$ cat src/rtl/sixteen_bit_1x16_demux_reg.sv
// Registered 1-to-16 demux for 16-bit words: writes land in a shadow bank and
// all 16 outputs update together on a commit (explicit or end-of-frame auto).
module sixteen_bit_1x16_demux_reg #(
  parameter bit AUTO_COMMIT = 1'b1
) (
  input  logic        i_clock,
  input  logic        i_reset,
  input  logic [15:0] i_data,
  input  logic        i_valid,
  input  logic [3:0]  i_select,
  input  logic        i_auto,
  input  logic        i_commit,
  input  logic        i_clear,
  output logic [15:0] o_0,
  output logic [15:0] o_1,
  output logic [15:0] o_2,
  output logic [15:0] o_3,
  output logic [15:0] o_4,
  output logic [15:0] o_5,
  output logic [15:0] o_6,
  output logic [15:0] o_7,
  output logic [15:0] o_8,
  output logic [15:0] o_9,
  output logic [15:0] o_A,
  output logic [15:0] o_B,
  output logic [15:0] o_C,
  output logic [15:0] o_D,
  output logic [15:0] o_E,
  output logic [15:0] o_F,
  output logic [3:0]  o_pointer,
  output logic        o_frame
);

  logic [15:0] shadow_q [16];
  logic [15:0] shadow_d [16];
  logic [15:0] out_q    [16];
  logic [15:0] out_d    [16];
  logic [3:0]  ptr_q, ptr_d;
  logic        frame_q, frame_d;

  logic [3:0]  slot;
  logic        auto_commit;
  logic        commit;

  assign slot        = i_auto ? ptr_q : i_select;
  assign auto_commit = AUTO_COMMIT && i_auto && i_valid && (ptr_q == 4'hF);
  assign commit      = i_commit || auto_commit;

  // NOTE: every variable gets a default at the top of always_comb; a path
  // that leaves one unassigned would infer a latch.
  always_comb begin
    shadow_d = shadow_q;
    out_d    = out_q;
    ptr_d    = ptr_q;
    frame_d  = 1'b0;

    if (i_clear) begin
      for (int n = 0; n < 16; n++) begin
        shadow_d[n] = '0;
        out_d[n]    = '0;
      end
      ptr_d = '0;
    end else begin
      if (i_valid) begin
        shadow_d[slot] = i_data;
        if (i_auto) ptr_d = ptr_q + 4'd1;
      end
      // Commit copies the post-write shadow so a same-cycle write goes through.
      if (commit) out_d = shadow_d;
      frame_d = auto_commit;
    end
  end

  // NOTE: both banks are plain registers and are reset like any other state so
  // a reset mid-frame cannot leak stale words into a later commit; non-blocking
  // assignments keep every register sampling the pre-edge values.
  always_ff @(posedge i_clock or posedge i_reset) begin
    if (i_reset) begin
      for (int n = 0; n < 16; n++) begin
        shadow_q[n] <= '0;
        out_q[n]    <= '0;
      end
      ptr_q   <= '0;
      frame_q <= 1'b0;
    end else begin
      shadow_q <= shadow_d;
      out_q    <= out_d;
      ptr_q    <= ptr_d;
      frame_q  <= frame_d;
    end
  end

  assign o_0       = out_q[0];
  assign o_1       = out_q[1];
  assign o_2       = out_q[2];
  assign o_3       = out_q[3];
  assign o_4       = out_q[4];
  assign o_5       = out_q[5];
  assign o_6       = out_q[6];
  assign o_7       = out_q[7];
  assign o_8       = out_q[8];
  assign o_9       = out_q[9];
  assign o_A       = out_q[10];
  assign o_B       = out_q[11];
  assign o_C       = out_q[12];
  assign o_D       = out_q[13];
  assign o_E       = out_q[14];
  assign o_F       = out_q[15];
  assign o_pointer = ptr_q;
  assign o_frame   = frame_q;

endmodule

$ cat config.mk
export PLATFORM = sky130hd
export DESIGN_NAME = sixteen_bit_1x16_demux_reg
export DESIGN_NICKNAME = d
export VERILOG_FILES = /design/src/rtl/sixteen_bit_1x16_demux_reg.sv
export SDC_FILE = /design/constraint.sdc
export NUM_CORES = 1
export LEC_CHECK = 0
export CAP_MARGIN = 25
export CORE_ASPECT_RATIO = 0.7
export CORE_UTILIZATION = 54
export DETAILED_ROUTE_END_ITERATION = 6
export PLACE_DENSITY_LB_ADDON = 0.25
export SYNTH_ARGS = -nofsm -noshare
export SYNTH_HDL_FRONTEND = slang
export SYNTH_SLANG_ARGS = --single-unit
$ cat constraint.sdc
create_clock -name i_clock -period 20.3 [get_ports i_clock]
set_clock_uncertainty 0.1 [all_clocks]
set_input_delay 3.045 -clock i_clock [delete_from_list [all_inputs] [get_ports i_clock]]
set_output_delay 3.045 -clock i_clock [all_outputs]
set_load 0.01 [all_outputs]
==> results of run 1 <==
[logic make-up after synthesis]
kind of cell | Yosys count | share of synthesized area (%)
simple gates | 538 | 10.9
mux | 256 | 12.8
compound gates | 274 | 8.14
fa+ha+maj | 1 | 0.0623
flops | 517 | 64.4
xor+xnor | 3 | 0.131
buf+inv | 130 | 3.60
[synth_stat cells, types with 2 or more instances]
master     instances
clkbuf_1          74
mux2i_1          256
clkbuf_2           7
buf_8              4
o21ai_2            2
and3b_1            2
and4b_1            3
o22ai_4            8
buf_2             23
and4bb_2           2
buf_12             2
buf_6             14
o21ai_1           83
o2bb2a_4           2
dfrtp_1          517
nor3b_4            3
nand2_1          257
xnor2_1            2
o21ai_0          171
nor2_1           259
buf_4              4
a2bb2o_4           2
a2bb2oi_4          2
[path summary, 6_finish.rpt]
kind / end / slack (ps)
setup / recovery: o_3[0] / 14250
hold / removal: o_F[15] / 380
setup reg to reg: o_3[0] / 17030
hold reg to reg: o_F[15] / 380
max in group asynchronous: shadow_q[11] / 15200
min in group asynchronous: o_D[2] / 2950
[worst min-delay path, stage by stage, from the launching register on]
cell and delay [ps]:
dfrtp_1 340, nand2_1 60, o21ai_2 50
[power breakdown]
| group | internal (mW) | switching, mW | total [mW] |
|---|---|---|---|
| registers | 1.04 | 0.00728 | 1.05 |
| logic | 0.0368 | 0.0889 | 0.126 |
| clock network | 0.471 | 0.372 | 0.843 |
[final cells by class]
type,instances,area (µm²)
clock buffers,66,1380
well taps,480,601
repair buffers,313,3200
fillers,2684,11600
flip-flops and latches,517,12900
inverters,1,11.3
multi-input cells,1072,6440
clock inverters,13,72.6
[stage by stage]
| stage | hold WS [ps] | utilization, % | instances | setup slack, ps |
|---|---|---|---|---|
| floorplan | 375 | - | 1719 | 2710 |
| global placement | 365 | 63.5 | 2376 | 13510 |
| detailed placement | 367 | 63.6 | 2379 | 13390 |
| CTS | 380 | 67.6 | 2458 | 13950 |
| global route | 402 | 67.9 | 2462 | 14000 |
| finish | 377 | 67.9 | 2462 | 14250 |
[routing by layer]
layer | GRT usage [%] | part of all wire [%] | vias up
met2 | 43.0 | 47 | 399
li1 | - | - | 6170
met3 | 5.22 | 6.1 | 82
met1 | 40.2 | 44 | 6997
met4 | 7.84 | 2.4 | 2
met5 | 0 | 0.019 | -
==> flow_summary.yaml, run 1 <==
status:
  status: "complete, no violations"
timing:
  hold_viol: 0
  period_minus_slack_ps: 6050
  maxSlewViolCount: 0
  fmax_mhz: 165
  timing.slew.headroom_pct: 16.3
  tightest_slew_ps: 1260
  finalSetupViolations: 0
  fin_setup_tns_ps: 0
  min_period_over_period_pct: 29.8
  rsz0062_at_grt: "false"
critical_path:
  crit_required_ps: 20590
  r2r_start: "o_pointer[0]"
  critPathKind: "primary input to register"
  critPathBufInv: 2
  end_kind: "register"
  worstRegToRegCells: 6
  startpoint: "i_auto"
  cp.depth: 6
  worst_path_largest_cell_delay_ps: 810
  worst_setup_path_start_kind: "primary input"
  crit_arrival_ps: 6340
  crit_slowest_cell: "clkdlybuf4s50_1"
  worstPathCellList: "clkdlybuf4s50_1, and3_1, a311oi_4, or2_4, buf_4, o21ai_0"
  worstPathMaxFanout: 77
  critPathTopFamily: "buffers and inverters"
clock_tree:
  cts_buffers: 47
  htreeDepth: 2
  cts_buffer_depth: 3
  clk_pin_slew_ps: 60
  post_cts_buffers: 0
  cts_hold_buf: 0
  clk_latency_ps: 550
  cts_sinks: 517
  cts-root-buf: "clkbuf_16"
  ctsResizeCount: 0
  cts_tree: "yes"
min_path:
  whs_path_depth: 2
  min-delay-start: "o_F[15]"
  hold_class: "register to register"
detailed_routing:
  wire_per_inst_um: 21.0
  avgViaCountPerCell: 5.54
  first_pass_iters: 6
  drc: 0
  wl_mm: 51.8
  ant_nets: 0
  vias: 13700
  drtIter0Drc: 1200
floorplanning:
  num_rows: 58
  die_h_um: 163
  start_util_pct: 55.4
  die_area_um2: 38000
  chipWidth_um: 233
  ioPinCount: 287
  core_um2: 36300
logic_synthesis:
  postSynthCellCount: 1719
  synth_flop_cell: "dfrtp_1"
  syn_area_per_cell_um2: 11.7
  synth_cell_types: 43
  yosys.area.top_type: "dfrtp_1"
  netlist_area_um2: 20100
  yosysWarnings: 0
  synthArstFlopShare_pct: 100
  synth_seq_cells: 517
  yosys-top-cells-area: "dfrtp_1 64%, mux2i_1 13%, nor2_1 4.8%"
  ys_seq_area_share_pct: 64.4
  syn-num-nets: 1746
  synth_top_area_share_pct: 64.4
  synth_edf_count: 0
place:
  gp_congestion: 0.832
  dp_hpwl_mm: 31.2
  io_buffer_count: 286
  dpl_cell_area_um2: 23100
layout:
  area_growth_syn_to_layout_pct: 22.7
  stdcell_area_um2: 24600
  n_antenna_cell: 0
  final_common_cell: "dfrtp_1"
  fin_nets: 1979
  final_cell_mix: "517 x dfrtp_1, 285 x clkdlybuf4s50_1, 259 x nor2_1"
  drive_gt1_share_pct: 6.51
  largest_register_ffs: 256
  top_register: "shadow_q"
grt:
  grt_pass1_wl_mm: 79.6
  grt_overflow: 0
  grtUsageTotal_pct: 27.7
  antenna_found_initial: 1
  grt_pass1_vias: 13600
  grt_max_degree: 257
power_and_ir_drop:
  p_leak_nw: 12.0
  p_total_mw: 2.02
  irDropWorstVdd_mv: 0.0570
  p_per_area_nw_per_um2: 82.0
flow_run:
  drv_cap: 0
(Power assumes the default switching activity.)
==> run 2, diff against run 1 <==
Clock period 20.3 ns to 5.8 ns, I/O delays scaled along.
==> run 2 against run 1 <==
Global-route usage grew 0.27 points. Via count grew 0.47%. Worst setup slack lost 12000 ps. Utilization grew 0.27 points. Clock power grew to 3.6 times the previous value. Critical path type unchanged. Cell area grew 0.39%. Highest routed layer is now met4. Sequential cell count is the same. Final cell count grew 0.32%. Combinational power grew to 3.6 times the previous value. Sequential share of layout area shrank 0.20 points. Die area is the same. First-iteration DRC count grew 9.3%.
==> flow_summary.yaml, run 2 (synthesis results as in run 1) <==
status:
  status: "complete, no violations"
floorplanning:
  die_area_um2: 38000
  ioPinCount: 287
  die_h_um: 163
  num_rows: 58
  chipWidth_um: 233
  start_util_pct: 55.4
  core_um2: 36300
clock_tree:
  cts_tree: "yes"
  clk_latency_ps: 560
  post_cts_buffers: 0
  ctsResizeCount: 0
  cts_buffers: 48
  cts_hold_buf: 0
  clk_pin_slew_ps: 70
  cts_sinks: 517
  cts-root-buf: "clkbuf_16"
  htreeDepth: 2
  cts_buffer_depth: 3
critical_path:
  worstPathCellList: "clkdlybuf4s50_1, and3_1, a311oi_4, or2_4, buf_12, o21ai_0"
  critPathKind: "primary input to register"
  crit_required_ps: 6110
  worstRegToRegCells: 6
  endpoint: "o_3[14]"
  rr_endpoint: "o_3[14]"
  worstPathMaxFanout: 109
  worst_setup_path_start_kind: "primary input"
  cp.depth: 6
  critPathTopFamily: "buffers and inverters"
  crit_slowest_cell: "clkdlybuf4s50_1"
  worst_path_largest_cell_delay_ps: 800
  critPathBufInv: 2
  crit_arrival_ps: 3740
  end_kind: "register"
  reg2reg_slack_ps: 2910
  r2r_start: "o_pointer[0]"
  startpoint: "i_auto"
timing:
  rsz0062_at_grt: "false"
  finalSetupViolations: 0
  hold_viol: 0
  period_minus_slack_ps: 3430
  min_period_over_period_pct: 59.2
  fin_setup_tns_ps: 0
  worst_slack_ps: 2370
  maxSlewViolCount: 0
  fmax_mhz: 291
  timing.slew.headroom_pct: 18.4
  tightest_slew_ps: 1220
layout:
  fin_nets: 1981
  drive_gt1_share_pct: 6.34
  top_register: "shadow_q"
  final_common_cell: "dfrtp_1"
  largest_register_ffs: 256
  final_cell_mix: "517 x dfrtp_1, 285 x clkdlybuf4s50_1, 259 x nor2_1"
  area_growth_syn_to_layout_pct: 23.1
detailed_routing:
  first_pass_iters: 7
  drc: 0
  drtIter0Drc: 1312
  avgViaCountPerCell: 5.55
  wl_mm: 52.7
  ant_nets: 0
  wire_per_inst_um: 21.3
  vias: 13700
grt:
  grt_overflow: 0
  grtUsageTotal_pct: 28.0
  grt_max_degree: 257
  grt_pass1_wl_mm: 80.5
  antenna_found_initial: 2
  grt_pass1_vias: 13700
place:
  dpl_worst_slack_ps: 1840
  gp_congestion: 0.812
  dp_hpwl_mm: 31.6
  io_buffer_count: 286
power_and_ir_drop:
  p_total_mw: 7.13
  p_leak_nw: 12.1
  irDropWorstVdd_mv: 0.196
  p_per_area_nw_per_um2: 288
min_path:
  hold_class: "register to register"
flow_run:
  drv_cap: 0
[run 2: how the worst min path moves through the flow]
stage / cells after the start / to / slack, ps / startpoint
floorplan: 2 / shadow_q[0] / 380 / shadow_q[0]
global placement: 2 / o_2[2] / 360 / o_2[2]
detailed placement: 2 / o_7[0] / 370 / o_7[0]
CTS: 2 / o_5[5] / 380 / o_5[5]
global route: 2 / o_2[5] / 410 / o_2[5]
finish: 2 / o_7[0] / 380 / o_7[0]
[run 2: per-stage QoR]
stage	utilization [%]	area (µm²)	hold slack, ps	cells
after floorplan	-	20100	375	1719
after global placement	63.5	23000	363	2374
after detailed placement	64.0	23200	369	2382
after CTS	68.0	24700	383	2466
after global routing	68.2	24700	406	2468
final	68.2	24700	378	2470
[run 2: metal layers]
layer,vias up,GRT usage [%],part of all wire (%)
li1,6183,-,-
met1,7056,40.4,44
met2,409,43.8,48
met3,66,5.05,5.8
met4,0,7.78,2.1
met5,-,0,0
[run 2: power by group]
| group | internal [mW] | switching [mW] |
|---|---|---|
| Clock | 1.68 | 1.33 |
| Combinational | 0.134 | 0.314 |
| Sequential | 3.65 | 0.0257 |
[run 2: worst min-delay path: stages, from the launching register on]
cell     delay [ps]
dfrtp_1         340
nand2_1          50
o21ai_0          60
[run 2: layout make-up]
type                       count  area (µm²)
fill                        2700       11600
multi-input combinational   1072        6440
antenna                        2        5.00
tap                          480         601
clock buffer                  72        1370
timing repair buffer         314        3280
inverter                       1        7.51
clock inverter                12        95.1
sequential                   517       12900
==> run 3, diff against run 2 <==
Settings changed: CORE_UTILIZATION 54 to 49.
Clock period 5.8 ns to 3.1 ns, I/O delays scaled along.
==> run 3 against run 2 <==
Routed wire length increased by 2.1%. Global-route usage decreased by 2.1 points. Highest routed layer unchanged. Sequential power increased by 87%. Utilization decreased by 5.3 points. Via count increased by 1.2%. Sequential cell count unchanged.
==> flow_summary.yaml, run 3 (synthesis results as in run 1) <==
status:
  status: "complete, no violations"
floorplanning:
  ioPinCount: 287
  die_area_um2: 41800
  num_rows: 61
  die_h_um: 171
  chipWidth_um: 244
  start_util_pct: 50.1
  core_um2: 40100
layout:
  area_growth_syn_to_layout_pct: 25.4
  final_common_cell: "dfrtp_1"
  stdcell_area_um2: 25200
  top_register: "shadow_q"
  largest_register_ffs: 256
  fillers: 3215
  final_cell_mix: "517 x dfrtp_1, 285 x clkdlybuf4s50_1, 259 x nor2_1"
  utilization_pct: 62.9
  fin_nets: 2006
  fin_cells: 2550
  drive_gt1_share_pct: 7.80
critical_path:
  r2r_start: "o_pointer[0]"
  end_kind: "register"
  crit_required_ps: 3460
  reg2reg_slack_ps: 530
  critPathKind: "register to register"
  worstPathCellList: "ha_1, and3_1, a311oi_4, buf_12, buf_4, nand2_1, o21ai_0"
  critPathBufInv: 2
  worst_setup_path_start_kind: "register"
  worstRegToRegCells: 7
  worst_path_largest_cell_delay_ps: 490
  worstPathMaxFanout: 76
  startpoint: "o_pointer[0]"
  crit_arrival_ps: 2930
  critPathTopFamily: "buffers and inverters"
  crit_slowest_cell: "dfrtp_1"
  rr_endpoint: "o_A[11]"
place:
  gp_congestion: 0.792
  io_buffer_count: 286
  dpl.cell_count: 2462
  dpl_cell_area_um2: 23500
  dp_hpwl_mm: 32.8
clock_tree:
  ctsResizeCount: 0
  cts-root-buf: "clkbuf_16"
  htreeDepth: 2
  post_cts_buffers: 0
  clk_latency_ps: 560
  cts_buffer_depth: 3
  cts_sinks: 517
  clk_pin_slew_ps: 60
  cts_buffers: 49
  cts_hold_buf: 0
  cts_tree: "yes"
timing:
  hold_viol: 0
  period_minus_slack_ps: 2570
  rsz0062_at_grt: "false"
  fin_setup_tns_ps: 0
  finalSetupViolations: 0
  min_period_over_period_pct: 82.8
  tightest_slew_ps: 834
  maxSlewViolCount: 0
  fmax_mhz: 390
  timing.slew.headroom_pct: 44.4
power_and_ir_drop:
  power_frac_seq_pct: 49.7
  p_leak_nw: 12.3
  switchingPower_mw: 3.15
  p_total_mw: 13.8
  irDropWorstVdd_mv: 0.380
  switching_share_pct: 22.7
  p_int_mw: 10.7
  power_frac_clock_pct: 44.0
  comb_power_share_pct: 6.3
  p_per_area_nw_per_um2: 550
grt:
  grt_max_degree: 162
  antenna_found_initial: 2
  grt_overflow: 0
  grt_pass1_vias: 14000
  grtUsageTotal_pct: 25.8
  grt_pass1_wl_mm: 82.4
detailed_routing:
  wire_per_inst_um: 21.1
  wl_mm: 53.8
  vias: 13900
  drtIter0Drc: 1077
  drc: 0
  avgViaCountPerCell: 5.44
  first_pass_iters: 5
  ant_nets: 0
flow_run:
  drv_cap: 0
min_path:
  hold_class: "primary input to async pin"
==> run 3: cell types whose count changed in the layout (fill, tap and decap cells not counted), moves of 3 or more <==
| cell | delta |
|---|---|
| bufinv_16 | +3 |
| buf_16 | -4 |
| clkbuf_8 | +5 |
| clkbuf_1 | -6 |
| buf_8 | -5 |
| buf_4 | +21 |
| clkinvlp_4 | -3 |
| buf_12 | +12 |
==> run 3: final cells by class <==
class	instances	area, µm²	share of cell area, %
Sequential cell	517	12900	51.4
Timing Repair Buffer	338	3490	13.9
Clock inverter	12	170	0.676
Antenna cell	2	5.00	0.0199
Tap cell	535	669	2.66
Clock buffer	73	1470	5.83
Multi-Input combinational cell	1072	6440	25.6
Inverter	1	7.51	0.0298
==> run 3: routing by layer <==
| layer | up-vias | share of wire, % | routed length, µm | track usage (%) |
|---|---|---|---|---|
| met1 | 7137 | 45 | 24000 | 36.6 |
| met2 | 405 | 48 | 25600 | 41.1 |
| met4 | 0 | 2.7 | 1450 | 8.56 |
| li1 | 6239 | - | - | - |
| met5 | - | 0 | 0 | 0 |
| met3 | 93 | 5.2 | 2800 | 4.10 |
==> run 3: metrics by stage <==
stage | hold slack, ps | worst slack, ps
6_report | 106 | 533
4_1_cts | 73.2 | 541
3_3_place_gp | 362 | 233
5_1_grt | 84.8 | 348
2_1_floorplan | 375 | -4490
3_5_place_dp | 369 | 175
==> run 3: worst register-to-register path: cells and delay by family, from the launching register on <==
kind | cells | cell delay (ps)
buf+inv | 2 | 800
compound gates | 2 | 490
fa+ha+maj | 1 | 240
flops | 1 | 490
simple gates | 2 | 350
==> run 3: power groups by stage <==
stage	Sequential [mW]	Combinational, mW	Clock [mW]
final	6.88	0.869	6.10
after global routing	6.88	0.941	6.50
after CTS	6.88	0.877	6.24
after detailed placement	7.01	0.874	0
after global placement	7.00	0.862	0
after floorplan	7.02	0.447	0
==> run 3: worst max-delay path by stage <==
| stage | end | slack [ps] | cells past startpoint |
|---|---|---|---|
| finish | o_A[11] | 530 | 7 |
| global placement | o_C[2] | 230 | 6 |
| floorplan | o_0[0] | -4490 | 1 |
| global route | o_D[5] | 350 | 7 |
| CTS | o_A[11] | 540 | 7 |
| detailed placement | o_D[2] | 180 | 7 |
